[config.mk]
export PLATFORM = sky130hd
export DESIGN_NAME = bw_pixel_unpacker
export DESIGN_NICKNAME = d
export VERILOG_FILES = /design/src/rtl/bw_pixel_unpacker.sv
export SDC_FILE = /design/constraint.sdc
export NUM_CORES = 1
export LEC_CHECK = 0
export BUFFER_PORTS_ARGS = -buffer_cell sky130_fd_sc_hd__buf_2
export CAP_MARGIN = 30
export CORE_ASPECT_RATIO = 0.5
export CORE_UTILIZATION = 40
export CTS_CLUSTER_SIZE = 40
export DETAILED_ROUTE_END_ITERATION = 8
export PLACE_DENSITY_LB_ADDON = 0.15
export SLEW_MARGIN = 20
export SYNTH_ARGS = -nofsm -noshare
export SYNTH_HDL_FRONTEND = slang
export SYNTH_SLANG_ARGS = --single-unit
[constraint.sdc]
create_clock -name clk -period 3.05 [get_ports clk]
set_input_delay 0.61 -clock clk [delete_from_list [all_inputs] [get_ports clk]]
set_output_delay 0.61 -clock clk [all_outputs]
set_load 0.005 [all_outputs]
[src/rtl/bw_pixel_unpacker.sv]
// rtl/bw_pixel_unpacker.sv - serialises 1bpp image RAM bytes into a pixel stream with row/frame markers
module bw_pixel_unpacker #(
    parameter int ADDR_W    = 9,
    parameter int BASE_ADDR = 0,
    parameter int NUM_BYTES = 512,
    parameter int IMG_W     = 160,
    parameter int LOOP      = 0
) (
    input  logic              clk,
    input  logic              rst,
    input  logic              start,
    output logic              rd_en,
    output logic [ADDR_W-1:0] rd_addr,
    input  logic [7:0]        rd_data,
    input  logic              rd_valid,
    output logic              pix_valid,
    input  logic              pix_ready,
    output logic              pix_data,
    output logic              pix_eol,
    output logic              pix_sof,
    output logic              pix_last,
    output logic              busy,
    output logic              frame_done
);

    localparam int CNT_W = ADDR_W + 1;
    localparam int X_W   = (IMG_W > 1) ? $clog2(IMG_W) : 1;
    localparam logic [CNT_W-1:0] NB       = CNT_W'(NUM_BYTES);
    localparam logic [CNT_W-1:0] LAST_IDX = CNT_W'(NUM_BYTES - 1);
    localparam logic [X_W-1:0]   X_LAST   = X_W'(IMG_W - 1);

    typedef enum logic [1:0] {S_IDLE, S_FILL, S_WAIT, S_SHIFT} state_t;

    state_t           state, state_nx;
    logic [CNT_W-1:0] req_idx, out_idx;
    logic [X_W-1:0]   x;
    logic [2:0]       bit_idx;
    logic [7:0]       shreg, nbuf;
    logic             nb_valid, rd_pend, frame_done_r;

    logic rd_hit, in_shift, accept, byte_end, frame_end, prefetch;

    // rd_pend gates rd_valid so a read issued before reset cannot land afterwards
    assign rd_hit    = rd_valid & rd_pend;
    assign in_shift  = (state == S_SHIFT);
    assign accept    = in_shift & pix_ready;
    assign byte_end  = accept & (bit_idx == 3'd7);
    assign frame_end = byte_end & (out_idx == LAST_IDX);
    assign prefetch  = in_shift & ~nb_valid & ~rd_pend & (req_idx < NB);

    assign rd_en   = (state == S_FILL) | prefetch;
    assign rd_addr = rd_en ? (ADDR_W'(BASE_ADDR) + req_idx[ADDR_W-1:0]) : '0;

    assign pix_valid  = in_shift;
    assign pix_data   = in_shift & shreg[7];
    assign pix_eol    = in_shift & (x == X_LAST);
    assign pix_sof    = in_shift & (out_idx == '0) & (bit_idx == 3'd0);
    assign pix_last   = in_shift & (out_idx == LAST_IDX) & (bit_idx == 3'd7);
    assign busy       = (state != S_IDLE);
    assign frame_done = frame_done_r;

    always_comb begin
        state_nx = state;
        case (state)
            S_IDLE:  if (start) state_nx = S_FILL;
            S_FILL:  state_nx = S_WAIT;
            S_WAIT:  if (rd_hit) state_nx = S_SHIFT;
            S_SHIFT: begin
                if (frame_end)
                    state_nx = (LOOP != 0) ? S_FILL : S_IDLE;
                else if (byte_end && !nb_valid && !rd_hit)
                    state_nx = rd_pend ? S_WAIT : S_FILL;
            end
            default: state_nx = S_IDLE;
        endcase
    end

    always_ff @(posedge clk or posedge rst) begin
        if (rst) begin
            state        <= S_IDLE;
            req_idx      <= '0;
            out_idx      <= '0;
            x            <= '0;
            bit_idx      <= '0;
            shreg        <= '0;
            nbuf         <= '0;
            nb_valid     <= 1'b0;
            rd_pend      <= 1'b0;
            frame_done_r <= 1'b0;
        end else begin
            state        <= state_nx;
            frame_done_r <= frame_end;
            rd_pend      <= rd_en;
            if (rd_en)
                req_idx <= req_idx + 1'b1;
            case (state)
                S_IDLE: if (start) begin
                    req_idx  <= '0;
                    out_idx  <= '0;
                    x        <= '0;
                    nb_valid <= 1'b0;
                end
                S_WAIT: if (rd_hit) begin
                    shreg   <= rd_data;
                    bit_idx <= 3'd0;
                end
                S_SHIFT: begin
                    if (rd_hit) begin
                        nbuf     <= rd_data;
                        nb_valid <= 1'b1;
                    end
                    if (accept) begin
                        x <= (x == X_LAST) ? '0 : x + 1'b1;
                        if (bit_idx != 3'd7) begin
                            shreg   <= {shreg[6:0], 1'b0};
                            bit_idx <= bit_idx + 1'b1;
                        end else if (frame_end) begin
                            req_idx  <= '0;
                            out_idx  <= '0;
                            x        <= '0;
                            nb_valid <= 1'b0;
                        end else if (nb_valid) begin
                            shreg    <= nbuf;
                            nb_valid <= 1'b0;
                            bit_idx  <= 3'd0;
                            out_idx  <= out_idx + 1'b1;
                        end else if (rd_hit) begin
                            // data arriving this cycle bypasses the empty prefetch buffer
                            shreg    <= rd_data;
                            nb_valid <= 1'b0;
                            bit_idx  <= 3'd0;
                            out_idx  <= out_idx + 1'b1;
                        end else begin
                            out_idx <= out_idx + 1'b1;
                        end
                    end
                end
                default: ;
            endcase
        end
    end

endmodule

==> flow_summary.ini <==
[global_routing]
overflow = 0
grt_antenna_before_repair = 0
grt_pass1_wl_mm = 11.0
grt_max_degree = 53
grt_pass1_vias = 2255
track_usage = 0.181

[clocking]
cts_tree = built
clockBufferDepth = 2
ctsResizeCount = 0
htree_num_levels = 2
numCtsBuffers = 5
cts.hold.buffers_added = 0
clk_pin_slew_ns = 0.06
cts.sinks = 52
post_cts_buffers = 0
clk_latency_ns = 0.28
clockRootBuffer = clkbuf_16

[die]
rows = 21
dieArea_sq_um = 7710
start_util = 0.426
die_w_microns = 123
die_h_microns = 62.6
io_pins = 30
core_sq_um = 6880

[cells_and_area]
fin_nets = 367
drive_above_1_share = 0.175
n_antenna_cell = 0
area_growth_pct = 13.5
final_common_cell = dfrtp_1
final_cell_mix = 52 x dfrtp_1, 29 x nand2_1, 29 x buf_2

[worst_setup_path]
cp-end-kind = output port
crit_chain = ha_1 > nor4b_2 > nor2_1 > inv_1 > ha_1 > buf_2
cp_max_fo = 12
path_buf_inv = 2
crit_required_ns = 2.44
cp_data_arrival_time_ns = 2.12
crit_top_cell = ha_1
criticalPathCategory = flop to output port
path_delay_family = simple AND/OR/NAND/NOR gates
crit_slowest_cell = nor2_1
cp-start-kind = flop
regToRegSetupSlack_ns = 0.64
critical_path.max_stage_delay_ns = 0.51

[min_path]
hp-class = flop to flop

[routing]
drtAntennaViolNets = 0
drtIter0Drc = 141
wire_per_inst_microns = 14.5
routed_wl_mm = 6.31
num_vias = 2392
viasPerCell = 5.51
drtPass1Iterations = 4
drcViolationCount = 0

[logic_synthesis]
yosys.cell_types.count = 54
seq_area_frac_synth = 0.443
synth_warnings = 0
synthCells = 311
synth_area_per_cell_sq_um = 9.44
synth_top_flop_cell = dfrtp_1
syn_area_sq_um = 2940
synthArstFlopShare = 1.00
syn_nets = 336
synth_edf_count = 0
synth_seq_cells = 52

[placed_design]
io_buffers = 29
pre_cts_slack_ns = 0.609
gp_congestion = 0.805
hpwlAfterDp_mm = 4.56

[timing]
rsz0062_at_grt = false
period_share = 0.896
fmax_mhz = 366
finalMaxSlewViolations = 0
finalSetupViolations = 0
setup-tns-final_ns = 0
skew_ns = 0.00553
relSlewSlack = 0.484
hold_viol_final = 0
setup_slack_ns = 0.318
tightest_slew_ns = 0.764
min_period_ns = 2.73

[pwr]
powerDensity_nw_per_um2 = 779
ir_drop_mv = 0.324
p_leak_uw = 0.00142

[job]
maxCapViolations = 0

[status]
outcome = finished, final reports clean
state kept, by name, indices dropped and copies added, names as in the netlist, 2 cells and up:
register and cells:
req_idx 10, x 8, bit_idx 3, out_idx 10, shreg 8, state 2, nbuf 8
worst reg2reg max path, stage by stage (launching register included):
cell	delay [ns]
dfrtp_1	0.44
ha_1	0.24
buf_4	0.19
a21boi_1	0.18
or4_1	0.63
or4_1	0.51
a21oi_1	0.15
final timing paths:
path                       cells past startpoint         end      from
max                                            6  rd_addr[0]  state[0]
min                                            2     nbuf[7]   nbuf[7]
max reg2reg                                    6  out_idx[9]  state[0]
min reg2reg                                    2     nbuf[7]   nbuf[7]
max in group asynchronous                      3        x[2]       rst
min in group asynchronous                      3  req_idx[1]       rst
synthesized netlist by cell type (6+ instances only):
cell / count / area [sq um]
inv_1: 14 / 52.6
ha_1: 12 / 150
a21oi_1: 25 / 125
nor2_1: 19 / 71.3
o21ai_0: 18 / 90.1
nor2b_1: 9 / 56.3
nand3_1: 17 / 85.1
nand2_1: 29 / 109
or3_1: 8 / 50.1
nand2b_1: 8 / 50.1
dfrtp_1: 52 / 1300
mux2_2: 8 / 90.1
clkbuf_1: 8 / 30.0
nand4_1: 7 / 43.8
o2bb2ai_1: 6 / 52.6
cells by family (layout without fill, tap and decap cells):
| logic type | count (synthesis) | after routing | share of synthesized area |
|---|---|---|---|
| AND/OR/NAND/NOR | 125 | 125 | 0.235 |
| AO/OA/AOI/OAI | 78 | 78 | 0.175 |
| flip-flops | 52 | 52 | 0.443 |
| buffers and inverters | 27 | 58 | 0.0375 |
| adder cells (fa/ha/maj) | 12 | 12 | 0.0511 |
| multiplexers | 10 | 10 | 0.0375 |
| XOR/XNOR | 7 | 7 | 0.0209 |
routing by layer:
layer / global-route usage / vias up / routed length (microns)
met4: 0.0226 / 0 / 22
met5: 0 / - / 0
met2: 0.264 / 55 / 2680
met3: 0.0438 / 2 / 295
met1: 0.277 / 1139 / 3310
li1: - / 1196 / -
report_power, final:
group | switching, uW | total [uW] | internal [uW]
registers | 125 | 989 | 864
clock network | 232 | 530 | 299
logic | 637 | 1080 | 440
per-stage QoR:
stage / total power [uW] / cells / hold slack, ns / utilization / instance area [sq um]
2_1_floorplan: 1790 / 311 / 0.451 / - / 2940
3_3_place_gp: 2060 / 427 / 0.468 / 0.465 / 3200
3_5_place_dp: 2090 / 427 / 0.475 / 0.465 / 3200
4_1_cts: 2630 / 434 / 0.492 / 0.484 / 3330
5_1_grt: 2840 / 434 / 0.508 / 0.484 / 3330
6_report: 2600 / 434 / 0.486 / 0.484 / 3330
cell type report:
cell class	instances	area (sq um)
Multi-Input combinational cell	232	1520
Inverter	14	52.6
Clock buffer	6	129
Tap cell	92	115
Sequential cell	52	1300
Clock inverter	1	5.00
Fill cell	683	3550
Timing Repair Buffer	37	205
Note: power is estimated with default switching activity, not from simulation.
